`src/rtl/agu_issue_arbiter_pkg.sv`:
```
// Shared AGU/LSU types: uop and branch records, sequence-number width and age compares.
package agu_issue_arbiter_pkg;

    localparam int SQN_W = 6;

    typedef logic [SQN_W-1:0] SqN;

    typedef enum logic {
        PORT_LD = 1'b0,
        PORT_ST = 1'b1
    } port_e;

    typedef struct packed {
        logic        valid;
        SqN          sqN;
        logic [15:0] imm;
        logic [4:0]  tagDst;
    } EX_UOp;

    typedef struct packed {
        logic taken;
        SqN   sqN;
    } BranchProv;

    // True when a is older than b, i.e. the wrapped difference a-b is negative.
    function automatic logic sqn_older(input SqN a, input SqN b);
        SqN d;
        d = a - b;
        return d[SQN_W-1];
    endfunction

    // True when a is strictly younger than b (wrapped difference a-b positive).
    function automatic logic sqn_younger(input SqN a, input SqN b);
        SqN d;
        d = a - b;
        return !d[SQN_W-1] && (d != '0);
    endfunction

endpackage

```
`src/rtl/agu_arb_slot.sv`:
```
// One issue-port slot: single-entry uop buffer, branch-flush filter and starvation counter.
module agu_arb_slot
    import agu_issue_arbiter_pkg::*;
#(
    parameter int STARVE_LIMIT = 4,
    parameter int CNT_W        = 3
) (
    input  logic             clk,
    input  logic             rst,
    input  EX_UOp            i_uop,
    input  BranchProv        i_branch,
    input  logic             i_grant,
    input  logic             i_other_grant,
    output logic             o_ready,
    output logic             o_eligible,
    output EX_UOp            o_buf,
    output logic [CNT_W-1:0] o_cnt
);

    EX_UOp            r_buf;
    logic [CNT_W-1:0] r_cnt;
    logic             w_flush;
    logic             w_in_kill;
    logic             w_accept;

    assign w_flush    = i_branch.taken && r_buf.valid && sqn_younger(r_buf.sqN, i_branch.sqN);
    assign w_in_kill  = i_branch.taken && sqn_younger(i_uop.sqN, i_branch.sqN);
    assign o_eligible = r_buf.valid && !w_flush;
    // The slot frees up in the same cycle its uop is granted, so refill is back-to-back.
    assign o_ready    = rst && (!r_buf.valid || i_grant);
    assign w_accept   = i_uop.valid && o_ready;
    assign o_buf      = r_buf;
    assign o_cnt      = r_cnt;

    always_ff @(posedge clk or negedge rst) begin
        if (!rst) begin
            r_buf <= '0;
            r_cnt <= '0;
        end else begin
            if (w_accept) begin
                r_buf       <= i_uop;
                r_buf.valid <= !w_in_kill;
            end else if (i_grant || w_flush) begin
                r_buf.valid <= 1'b0;
            end

            if (!r_buf.valid || i_grant) begin
                r_cnt <= '0;
            end else if (i_other_grant && (r_cnt != CNT_W'(STARVE_LIMIT))) begin
                r_cnt <= r_cnt + 1'b1;
            end
        end
    end

endmodule

```
`src/rtl/agu_issue_arbiter.sv`:
```
// Two-port (load/store) issue arbiter for the single AGU: oldest-first pick with
// starvation override, branch flush, and a stall-aware output register.
module agu_issue_arbiter
    import agu_issue_arbiter_pkg::*;
#(
    parameter int STARVE_LIMIT = 4,
    parameter int CNT_W        = 3
) (
    input  logic            clk,
    input  logic            rst,
    input  BranchProv       IN_branch,
    input  logic            IN_stall,
    input  EX_UOp [1:0]     IN_uop,
    output logic  [1:0]     OUT_ready,
    output EX_UOp           OUT_uop,
    output logic            OUT_grantPort
);

    EX_UOp                  r_out;
    port_e                  r_grant_port;
    logic [1:0]             w_eligible;
    logic [1:0]             w_grant;
    EX_UOp [1:0]            w_buf;
    logic [1:0][CNT_W-1:0]  w_cnt;
    logic                   w_any;
    logic                   w_pick;
    logic                   w_older;
    logic                   w_loser;
    logic                   w_advance;
    logic                   w_out_flush;

    genvar gi;
    generate
        for (gi = 0; gi < 2; gi++) begin : g_slot
            agu_arb_slot #(
                .STARVE_LIMIT (STARVE_LIMIT),
                .CNT_W        (CNT_W)
            ) u_slot (
                .clk           (clk),
                .rst           (rst),
                .i_uop         (IN_uop[gi]),
                .i_branch      (IN_branch),
                .i_grant       (w_grant[gi]),
                .i_other_grant (w_grant[1-gi]),
                .o_ready       (OUT_ready[gi]),
                .o_eligible    (w_eligible[gi]),
                .o_buf         (w_buf[gi]),
                .o_cnt         (w_cnt[gi])
            );
        end
    endgenerate

    always_comb begin
        w_any   = 1'b0;
        w_pick  = 1'b0;
        w_older = sqn_older(w_buf[0].sqN, w_buf[1].sqN) ? 1'b0 : 1'b1;
        w_loser = ~w_older;
        if (w_eligible == 2'b11) begin
            w_any  = 1'b1;
            w_pick = (w_cnt[w_loser] == CNT_W'(STARVE_LIMIT)) ? w_loser : w_older;
        end else if (w_eligible[0]) begin
            w_any  = 1'b1;
            w_pick = 1'b0;
        end else if (w_eligible[1]) begin
            w_any  = 1'b1;
            w_pick = 1'b1;
        end
    end

    assign w_advance   = !IN_stall || !r_out.valid;
    assign w_grant     = (w_advance && w_any) ? (2'b01 << w_pick) : 2'b00;
    assign w_out_flush = IN_branch.taken && r_out.valid && sqn_younger(r_out.sqN, IN_branch.sqN);

    // A flush kills the held uop even while stalled; a fresh grant replaces it anyway.
    always_ff @(posedge clk or negedge rst) begin
        if (!rst) begin
            r_out        <= '0;
            r_grant_port <= PORT_LD;
        end else if (w_advance) begin
            if (w_any) begin
                r_out        <= w_buf[w_pick];
                r_grant_port <= port_e'(w_pick);
            end else begin
                r_out.valid  <= 1'b0;
            end
        end else if (w_out_flush) begin
            r_out.valid <= 1'b0;
        end
    end

    assign OUT_uop       = r_out;
    assign OUT_grantPort = r_grant_port;

endmodule

```
`config.mk`:
```
export PLATFORM = sky130hd
export DESIGN_NAME = agu_issue_arbiter
export DESIGN_NICKNAME = d
export VERILOG_FILES = /design/src/rtl/agu_issue_arbiter_pkg.sv /design/src/rtl/agu_arb_slot.sv /design/src/rtl/agu_issue_arbiter.sv
export SDC_FILE = /design/constraint.sdc
export NUM_CORES = 1
export LEC_CHECK = 0
export CORE_ASPECT_RATIO = 1.5
export CORE_UTILIZATION = 48
export CTS_CLUSTER_DIAMETER = 200
export CTS_CLUSTER_SIZE = 24
export DETAILED_ROUTE_END_ITERATION = 16
export HOLD_SLACK_MARGIN = 0.12
export PLACE_DENSITY = 0.75
export SYNTH_ARGS = -nofsm -noshare
export SYNTH_HDL_FRONTEND = slang
export SYNTH_SLANG_ARGS = --single-unit
```
`constraint.sdc`:
```
create_clock -name clk -period 3.18 [get_ports clk]
set_input_delay 0.477 -clock clk [delete_from_list [all_inputs] [get_ports clk]]
set_output_delay 0.477 -clock clk [all_outputs]
set_load 0.03 [all_outputs]
```
==> flow_metrics.py, run 1 <==
metrics = {
    "floorplanning": {
        "ioPinCount": 97,
        "start_util": 0.500,
        "core_um2": 10200,
        "die-area_um2": 11100,
        "die_h_um": 128,
        "num_rows": 45,
        "dieWidth_um": 86.3,
    },
    "run": {
        "max_cap_viol_count": 0,
    },
    "routing": {
        "antenna_left": 0,
        "num_vias": 4115,
        "drc": 0,
        "viasPerCell": 5.44,
        "route.detailed.wl_per_inst_um": 19.9,
        "wirelength_mm": 15.0,
        "drt-pass1-iter-count": 4,
        "first_iter_violations": 231,
    },
    "power_and_ir_drop": {
        "ir_drop_uv": 461,
        "leakagePower_uw": 0.00351,
        "pwr-share-seq": 0.299,
        "power.switching_uw": 2350,
        "p_sw_frac": 0.386,
        "clockPowerShare": 0.180,
        "finalPower_uw": 6080,
        "internal-power_uw": 3730,
        "pwr_density_cell_nw_per_um2": 802,
        "p_comb_frac": 0.521,
    },
    "critical_path": {
        "cp_slowest_stage_delay_ns": 0.42,
        "end_kind": "output port",
        "critical_path_class": "reg2out",
        "crit_family": "compound AO/OA/AOI/OAI gates",
        "crit_required_ns": 2.70,
        "crit_slowest_cell": "o41ai_2",
        "cp_data_arrival_time_ns": 2.91,
        "crit_fanout": 2,
        "start_kind": "flop",
        "worst-path-buf-inv": 5,
        "crit_chain": "inv_2 -> ha_4 -> inv_2 -> fa_2 -> buf_4 -> buf_4 -> xor2_1 -> o41ai_2 -> o21a_1 -> a21oi_2 -> nand2b_4 -> and2_4 -> buf_6",
    },
    "global_route": {
        "grt_usage": 0.250,
        "grt_max_degree": 79,
        "grt_overflow": 0,
        "grt_pass1_vias": 4406,
        "antenna_found_initial": 0,
        "use_met3": 0.0500,
        "grt-busiest-layer": "met2",
        "grt_use_met2": 0.442,
        "grt_pass1_wl_mm": 21.0,
        "met1_usage": 0.279,
    },
    "layout": {
        "areaGrowthSynthToFinish_pct": 48.2,
        "fin_cells": 756,
        "fin_nets": 714,
        "fin_util": 0.740,
        "antenna-diode-count": 0,
        "nFillCells": 691,
        "drive_above_1_share": 0.325,
    },
    "placed_design": {
        "port_buffers": 96,
        "dp_hpwl_mm": 9.50,
        "place_inst": 709,
        "place_congestion": 0.860,
    },
    "clocking": {
        "cts.clk_slew.worst_paths_ns": 0.07,
        "cts_buffers": 9,
        "htreeDepth": 3,
        "clockBufferDepth": 2,
        "clk_latency_ns": 0.34,
        "cts_root_buf": "clkbuf_16",
        "cts_sinks": 91,
        "cts_tree": "done",
    },
    "yosys": {
        "postSynth.asyncResetShare": 1.00,
        "netlist.area_leader.share": 0.445,
        "seq_area_frac_synth": 0.445,
        "synth.yosys.warnings": 0,
        "syn_area_um2": 5120,
        "synth_common_cells": "dfrtp_1 (91), inv_1 (52), o21ai_0 (40), ha_1 (33), a22oi_1 (28)",
        "synth_top_area_cell": "dfrtp_1",
        "ys_dominant_reg_cell": "dfrtp_1",
        "syn_nets": 552,
        "synthCells": 448,
        "yosys-top-cells-area": "dfrtp_1 (44%), ha_1 (8.1%), mux2_4 (5.9%), a22oi_1 (4.1%), o21ai_0 (3.9%)",
        "ys_types": 47,
        "synth_edf_count": 0,
        "syn_avg_cell_area_um2": 11.4,
        "ys_seq_elements": 91,
        "yosysMostFrequentCell": "dfrtp_1",
    },
    "timing": {
        "setup_violations": 53,
        "worst_pin_slew_ns": 0.967,
        "rsz0062_at_grt": "true",
        "finalHoldWorstSlack_ns": 0.516,
        "skew_ns": 0.00653,
        "period_minus_slack_ns": 3.39,
        "hold_viol_final": 0,
        "max-slew-margin-rel": 0.355,
        "fmax_ghz": 0.295,
        "fin_ws_ns": -0.205,
        "slew_violations": 0,
        "fin_crit_sh": 1.06,
        "setup_tns_ns": -2.67,
    },
    "status": {
        "outcome": "finished, violations left",
        "violations": "negative setup slack",
    },
    "worst_hold_path": {
        "hold_path_class": "reg2reg",
    },
}
[metal layers]
layer	wire (µm)	share of wire
met5	0	0
met3	667	0.044
met1	5790	0.38
met4	619	0.041
met2	7970	0.53
[cell families after synthesis]
kind of cell / share of synthesized area
muxes: 0.141
and+or+nand+nor: 0.0494
xor gates and xnor gates: 0.0411
DFF: 0.445
adders and majority gates: 0.100
AOI/OAI and AO/OA: 0.165
buffers and inverters: 0.0589
[placed cells by master, fill, tap and decap left out, types with 3 or more instances in the layout]
cell type	instances
clkdlybuf4s50_1	90
dfrtp_1	89
buf_4	53
inv_1	46
mux2_4	45
ha_1	28
o21ai_1	21
a22oi_1	18
o21ai_0	17
clkbuf_16	14
a21oi_1	12
xor2_1	11
a21o_1	11
a22oi_2	10
xnor2_1	9
buf_12	9
nor2_1	8
nand2b_1	7
mux2_2	7
nand3_1	6
inv_2	5
nor2b_1	5
a21oi_2	5
mux2i_1	5
ha_4	5
xnor2_2	4
nand2_1	4
buf_6	4
o211ai_1	3
fa_1	3
buf_8	3
[state kept, by name (all words and copies together), names as in the netlist]
name and flops:
OUT_uop 28, g_slot.u_slot.o_cnt 6, OUT_grantPort 1, g_slot.u_slot.o_buf 56
[cell type report]
class / instances / area, µm² / area share
multi-input combinational: 288 / 2900 / 0.382
sequential: 91 / 2280 / 0.301
timing repair buffer: 168 / 1730 / 0.228
clock buffer: 9 / 225 / 0.0297
inverter: 52 / 198 / 0.0261
tap: 141 / 176 / 0.0233
clock inverter: 7 / 75.1 / 0.00990
[metrics by stage]
step / worst slack [ns] / area (µm²)
floorplan: 0.105 / 5120
global placement: -0.493 / 6540
detailed placement: -0.579 / 6540
CTS: -0.245 / 6940
global route: -0.305 / 7580
finish: -0.205 / 7580
[final timing paths]
kind,startpoint,endpoint,slack [ns],cells past startpoint
setup / recovery,g_slot[0].u_slot.o_buf[21]$_DFFE_PN0P_,OUT_ready[1],-0.21,13
hold / removal,g_slot[0].u_slot.o_buf[6]$_DFFE_PN0P_,g_slot[0].u_slot.o_buf[6]$_DFFE_PN0P_,0.52,1
setup reg to reg,g_slot[0].u_slot.o_buf[21]$_DFFE_PN0P_,OUT_uop[9]$_DFFE_PN0N_,-0.09,17
hold reg to reg,g_slot[0].u_slot.o_buf[6]$_DFFE_PN0P_,g_slot[0].u_slot.o_buf[6]$_DFFE_PN0P_,0.52,1
max in group asynchronous,rst,g_slot[1].u_slot.o_buf[24]$_DFFE_PN0P_,1.32,3
min in group asynchronous,rst,g_slot[0].u_slot.o_buf[22]$_DFFE_PN0P_,0.56,2
[power groups by stage]
| stage | clock [µW] | sequential, µW | combinational (µW) |
|---|---|---|---|
| 4_1_cts | 1100 | 1790 | 2650 |
| 3_5_place_dp | 0 | 1800 | 2560 |
| 3_3_place_gp | 0 | 1780 | 2490 |
| 2_1_floorplan | 0 | 2080 | 1240 |
| 5_1_grt | 1150 | 1850 | 3390 |
| 6_report | 1090 | 1820 | 3170 |
[timing repair]
item	4_1_cts	5_1_grt
hold endpoints to repair	13	0
buffers inserted	4	18
hold buffers	1	0
gates resized for setup	22	99
endpoints found under the setup margin	85	86
gates cloned	0	8
pin swaps	10	32
(Power assumes the default switching activity.)
==> run 2, diff against run 1 <==
==> constraint.sdc (replaced) <==
create_clock -name clk -period 3.18 [get_ports clk]
set_input_delay 0.477 -clock clk [delete_from_list [all_inputs] [get_ports clk]]
set_output_delay 0.477 -clock clk [all_outputs]
set_load 0.02 [all_outputs]
==> run 2 against run 1 <==
  * Utilization decreased by 2.6 points
  * Clock skew grew 0.0023 ns
  * Routed wire length fell by 7.6%
  * Via count is the same
  * Non-clock buffer count fell by 1
  * Critical path type unchanged
  * Register-to-register slack barely moved
  * The flow still finishes with violations (negative setup slack)
==> flow_metrics.py, run 2 (synthesis results as in run 1) <==
metrics = {
    "status": {
        "outcome": "finished, violations left",
        "violations": "negative setup slack",
    },
    "timing": {
        "fin_crit_sh": 1.04,
        "fmax_ghz": 0.304,
        "skew_ns": 0.00881,
        "max-slew-margin-rel": 0.322,
        "fin_ws_ns": -0.112,
        "period_minus_slack_ns": 3.29,
        "rsz0062_at_grt": "true",
        "slew_violations": 0,
        "hold_viol_final": 0,
        "worst_pin_slew_ns": 1.02,
        "setup_violations": 28,
    },
    "layout": {
        "antenna-diode-count": 0,
        "final_cell_mix": "dfrtp_1 (90), clkdlybuf4s50_1 (90), buf_4 (59), inv_1 (46), mux2_4 (40)",
        "fin_nets": 713,
        "fin_util": 0.714,
        "drive_above_1_share": 0.289,
        "areaGrowthSynthToFinish_pct": 42.9,
        "largest_register_ffs": 56,
    },
    "routing": {
        "drc": 0,
        "first_iter_violations": 225,
        "antenna_left": 0,
        "wirelength_mm": 13.9,
        "drt-pass1-iter-count": 4,
        "viasPerCell": 5.46,
        "num_vias": 4115,
        "route.detailed.wl_per_inst_um": 18.4,
    },
    "critical_path": {
        "crit_chain": "inv_2 -> ha_4 -> inv_2 -> fa_2 -> a21o_1 -> a21oi_2 -> xnor2_1 -> o41ai_2 -> o21a_1 -> a21oi_2 -> nand2b_4 -> and2_4 -> buf_6",
        "reg2reg_slack_ns": -0.08,
        "critical_path_class": "reg2out",
        "start_kind": "flop",
        "end_kind": "output port",
        "crit_fanout": 2,
        "cp_data_arrival_time_ns": 2.81,
        "crit_required_ns": 2.70,
        "cp_slowest_stage_delay_ns": 0.40,
        "crit_slowest_cell": "dfrtp_1",
    },
    "global_route": {
        "grt_pass1_wl_mm": 21.5,
        "grt_usage": 0.256,
        "grt_overflow": 0,
        "antenna_found_initial": 0,
        "grt_max_degree": 83,
        "grt_pass1_vias": 4465,
    },
    "clocking": {
        "cts_sinks": 91,
        "cts_buffers": 9,
        "clockBufferDepth": 2,
        "cts_tree": "done",
        "clk_latency_ns": 0.34,
        "cts.clk_slew.worst_paths_ns": 0.06,
        "cts_root_buf": "clkbuf_16",
        "htreeDepth": 3,
    },
    "power_and_ir_drop": {
        "pwr_density_cell_nw_per_um2": 769,
        "leakagePower_uw": 0.00338,
        "ir_drop_uv": 482,
        "finalPower_uw": 5620,
    },
    "floorplanning": {
        "die-area_um2": 11100,
        "num_rows": 45,
        "dieWidth_um": 86.3,
        "start_util": 0.500,
        "ioPinCount": 97,
        "core_um2": 10200,
        "die_h_um": 128,
    },
    "placed_design": {
        "port_buffers": 96,
        "dp_hpwl_mm": 9.36,
        "place_congestion": 0.935,
    },
    "run": {
        "max_cap_viol_count": 0,
    },
    "worst_hold_path": {
        "hold_path_class": "reg2reg",
    },
}
[run 2: cell count changes in the layout (fill, tap and decap cells not counted), sizes merged]
cell           delta
buf               +1
bufinv            -1
clkdlybuf4s15     +1
clkinv            -2
dlygate4sd2       +1
dlymetal6s2s      -1
inv               -1
[run 2: cell type report]
class / count / area, µm²
Clock buffer: 12 / 246
Clock inverter: 3 / 23.8
Fill cell: 770 / 2940
Inverter: 52 / 195
Multi-Input combinational cell: 288 / 2750
Sequential cell: 91 / 2280
Tap cell: 141 / 176
Timing Repair Buffer: 167 / 1640
[run 2: metrics by stage]
| step | setup slack (ns) | instances | instance area [µm²] | hold slack [ns] | setup TNS (ns) |
|---|---|---|---|---|---|
| after floorplan | 0.124 | 448 | 5120 | 0.181 | 0 |
| after CTS | -0.125 | 743 | 7030 | 0.497 | -0.195 |
| final | -0.112 | 754 | 7310 | 0.498 | -1.60 |
| after global placement | -0.921 | 722 | 6640 | 0.343 | -41.90 |
| after detailed placement | -0.951 | 722 | 6640 | 0.346 | -49.06 |
| after global routing | -0.201 | 754 | 7310 | 0.516 | -4.15 |
[run 2: where the power goes]
group	switching (µW)	internal (µW)
Clock	453	551
Combinational	1340	1490
Sequential	263	1530
Total	2060	3570
[run 2: path summary, 6_finish.rpt]
kind / endpoint / depth (start not counted) / startpoint
worst max-delay path: OUT_ready[1] / 13 / g_slot[0].u_slot.o_buf[21]$_DFFE_PN0P_
worst min-delay path: g_slot[1].u_slot.o_buf[0]$_DFFE_PN0P_ / 1 / g_slot[1].u_slot.o_buf[0]$_DFFE_PN0P_
worst max register to register: g_slot[1].u_slot.o_buf[12]$_DFFE_PN0P_ / 16 / g_slot[0].u_slot.o_buf[21]$_DFFE_PN0P_
worst min register to register: g_slot[1].u_slot.o_buf[0]$_DFFE_PN0P_ / 1 / g_slot[1].u_slot.o_buf[0]$_DFFE_PN0P_
max in group asynchronous: g_slot[1].u_slot.o_buf[22]$_DFFE_PN0P_ / 3 / rst
min in group asynchronous: g_slot[0].u_slot.o_buf[27]$_DFFE_PN0P_ / 2 / rst
[run 2: repair_timing]
action,in CTS,in global routing
hold buffers,1,0
gates cloned,0,4
endpoints found under the hold margin,9,0
endpoints found under the setup margin,90,58
pin swaps,18,12
gates resized for setup,40,34
setup buffers,5,7
[run 2: layer usage]
metal,wire length (µm),vias up,global-route usage
li1,-,1903,-
met1,5540,2039,0.291
met2,7250,132,0.465
met3,548,41,0.0378
met4,568,0,0.123
met5,0,-,0
[run 2: worst max-delay path: cells and delay by family (launching register included)]
family	cells	cell delay, ns
buffers and inverters	3	0.24
XOR/XNOR	1	0.10
AO/OA/AOI/OAI	5	0.93
adder cells (fa/ha/maj)	2	0.51
flip-flops	1	0.40
AND/OR/NAND/NOR	2	0.31
==> run 3, diff against run 2 <==
--- a/config.mk
+++ b/config.mk
@@ -6,11 +6,12 @@
 export NUM_CORES = 1
 export LEC_CHECK = 0
 export CORE_ASPECT_RATIO = 1.5
+export CORE_MARGIN = 5
 export CORE_UTILIZATION = 48
-export CTS_CLUSTER_DIAMETER = 200
 export CTS_CLUSTER_SIZE = 24
 export DETAILED_ROUTE_END_ITERATION = 16
 export HOLD_SLACK_MARGIN = 0.12
+export MAX_ROUTING_LAYER = met4
 export PLACE_DENSITY = 0.75
 export SYNTH_ARGS = -nofsm -noshare
 export SYNTH_HDL_FRONTEND = slang
==> run 3 against run 2 <==
  * The flow still finishes with violations (negative setup slack)
  * Via count grew 0.12%
  * Clock skew shrank 0.0013 ns
  * Routed wire length increased by 2.2%
  * Largest cell class unchanged
  * Utilization down 1.4 points
  * Count of clock-buffer cells in the layout decreased by 3
  * Critical endpoint unchanged
  * Combinational power barely moved
  * Non-clock buffer count rose by 9
  * Sequential power barely moved
  * Design area is 0.74% higher
==> flow_metrics.py, run 3 (synthesis results as in run 1) <==
metrics = {
    "routing": {
        "antenna_left": 0,
        "drt-pass1-iter-count": 4,
        "viasPerCell": 5.37,
        "drc": 0,
        "first_iter_violations": 195,
        "wirelength_mm": 14.2,
        "num_vias": 4120,
        "route.detailed.wl_per_inst_um": 18.5,
    },
    "clocking": {
        "cts_sinks": 91,
        "cts_buffers": 9,
        "cts.clk_slew.worst_paths_ns": 0.07,
        "clockBufferDepth": 2,
        "cts_root_buf": "clkbuf_16",
        "htreeDepth": 3,
        "clk_latency_ns": 0.35,
        "cts_tree": "done",
    },
    "run": {
        "max_cap_viol_count": 0,
    },
    "floorplanning": {
        "start_util": 0.486,
        "die_h_um": 136,
        "num_rows": 46,
        "core_um2": 10500,
        "dieWidth_um": 94.3,
        "ioPinCount": 97,
        "die-area_um2": 12900,
    },
    "worst_hold_path": {
        "hold_path_class": "in2async",
    },
    "placed_design": {
        "place_inst": 732,
        "dpl_cell_area_um2": 6670,
        "dp_hpwl_mm": 9.95,
        "place_congestion": 0.838,
        "dp_slack_ns": -1.05,
        "port_buffers": 96,
    },
    "global_route": {
        "grt_overflow": 0,
        "grt_usage": 0.232,
        "antenna_found_initial": 0,
        "grt_pass1_vias": 4467,
        "grt_max_degree": 50,
        "grt_pass1_wl_mm": 22.1,
    },
    "timing": {
        "period_minus_slack_ns": 3.30,
        "worst_pin_slew_ns": 0.593,
        "slew_violations": 0,
        "rsz0062_at_grt": "true",
        "fin_crit_sh": 1.04,
        "fin_ws_ns": -0.116,
        "setup_violations": 27,
        "max-slew-margin-rel": 0.605,
        "fmax_ghz": 0.303,
        "skew_ns": 0.00747,
        "hold_viol_final": 0,
    },
    "critical_path": {
        "reg2regPathDepth": 15,
        "cp_data_arrival_time_ns": 2.82,
        "end_kind": "output port",
        "worst-path-buf-inv": 4,
        "start_kind": "flop",
        "cp_slowest_stage_delay_ns": 0.41,
        "crit_slowest_cell": "o41ai_2",
        "crit_family": "compound AO/OA/AOI/OAI gates",
        "critical_path_class": "reg2out",
        "path_depth": 12,
        "crit_fanout": 2,
        "crit_chain": "inv_2 -> ha_4 -> inv_1 -> fa_2 -> buf_4 -> xor2_1 -> o41ai_2 -> o21a_1 -> a21oi_4 -> nand2b_4 -> and2_4 -> buf_6",
        "crit_required_ns": 2.70,
    },
    "layout": {
        "antenna-diode-count": 0,
        "largest_register_ffs": 56,
        "nFillCells": 776,
        "fin_util": 0.699,
        "fin_cells": 767,
        "areaGrowthSynthToFinish_pct": 43.9,
        "fin_nets": 722,
        "final_area_um2": 7370,
        "final_cell_mix": "dfrtp_1 (90), clkdlybuf4s50_1 (90), buf_4 (72), inv_1 (48), o21ai_0 (36)",
        "drive_above_1_share": 0.291,
    },
    "power_and_ir_drop": {
        "finalPower_uw": 5770,
        "leakagePower_uw": 0.00342,
        "ir_drop_uv": 450,
        "pwr_density_cell_nw_per_um2": 783,
    },
    "status": {
        "outcome": "finished, violations left",
        "violations": "negative setup slack",
    },
}
==> run 3: final timing paths <==
check                                                  startpoint                                endpoint  slack, ns
max reg2reg                g_slot[0].u_slot.o_buf[21]$_DFFE_PN0P_  g_slot[1].u_slot.o_buf[25]$_DFFE_PN0P_      -0.06
max                        g_slot[0].u_slot.o_buf[21]$_DFFE_PN0P_                            OUT_ready[1]      -0.12
min                                                           rst               OUT_grantPort$_DFFE_PN0N_       0.27
min in group clk           g_slot[1].u_slot.o_buf[11]$_DFFE_PN0P_  g_slot[1].u_slot.o_buf[11]$_DFFE_PN0P_       0.49
max in group asynchronous                                     rst  g_slot[1].u_slot.o_buf[19]$_DFFE_PN0P_       2.48
min reg2reg                g_slot[1].u_slot.o_buf[11]$_DFFE_PN0P_  g_slot[1].u_slot.o_buf[11]$_DFFE_PN0P_       0.49
==> run 3: worst register-to-register path, stage by stage, from the launching register on <==
cell	delay [ns]
dfrtp_1	0.40
inv_2	0.10
ha_4	0.14
inv_1	0.05
fa_2	0.35
buf_4	0.14
xor2_1	0.14
o41ai_2	0.41
o21a_1	0.25
a21oi_4	0.08
buf_4	0.13
buf_4	0.13
o211ai_4	0.17
buf_12	0.16
buf_12	0.15
mux2_2	0.34
==> run 3: timing repair <==
action                     in CTS  in global routing
buffers inserted               12                  4
hold buffers                    1                  0
pin swaps                      14                  9
hold endpoints to repair        2                  0
gates cloned                    3                  0
setup endpoints to repair      90                 85
resized for setup              49                 16
==> run 3: metal layers <==
layer / GRT usage / vias to the layer above / wire (µm)
met5: - / - / 0
met4: 0.108 / 0 / 588
met3: 0.0343 / 34 / 506
met2: 0.413 / 124 / 7710
met1: 0.251 / 2042 / 5390
li1: - / 1920 / -
==> run 3: area by class of cell <==
| cell class | count | area (µm²) | area share |
|---|---|---|---|
| multi-input cells | 288 | 2730 | 0.371 |
| flip-flops and latches | 91 | 2280 | 0.309 |
| repair buffers | 176 | 1670 | 0.227 |
| clock buffers | 9 | 225 | 0.0306 |
| inverters | 52 | 195 | 0.0265 |
| well taps | 144 | 180 | 0.0245 |
| clock inverters | 7 | 82.6 | 0.0112 |
==> run 3: per-stage QoR <==
stage | setup TNS (ns) | hold slack (ns)
finish | -0.784 | 0.273
global placement | -43.20 | 0.298
CTS | -2.32 | 0.299
detailed placement | -50.14 | 0.298
global route | -4.60 | 0.342
floorplan | 0 | 0.181
==> run 3: report_power, final <==
group,switching [µW],internal [µW]
clock,494,626
sequential,257,1530
combinational,1360,1500
total,2110,3660
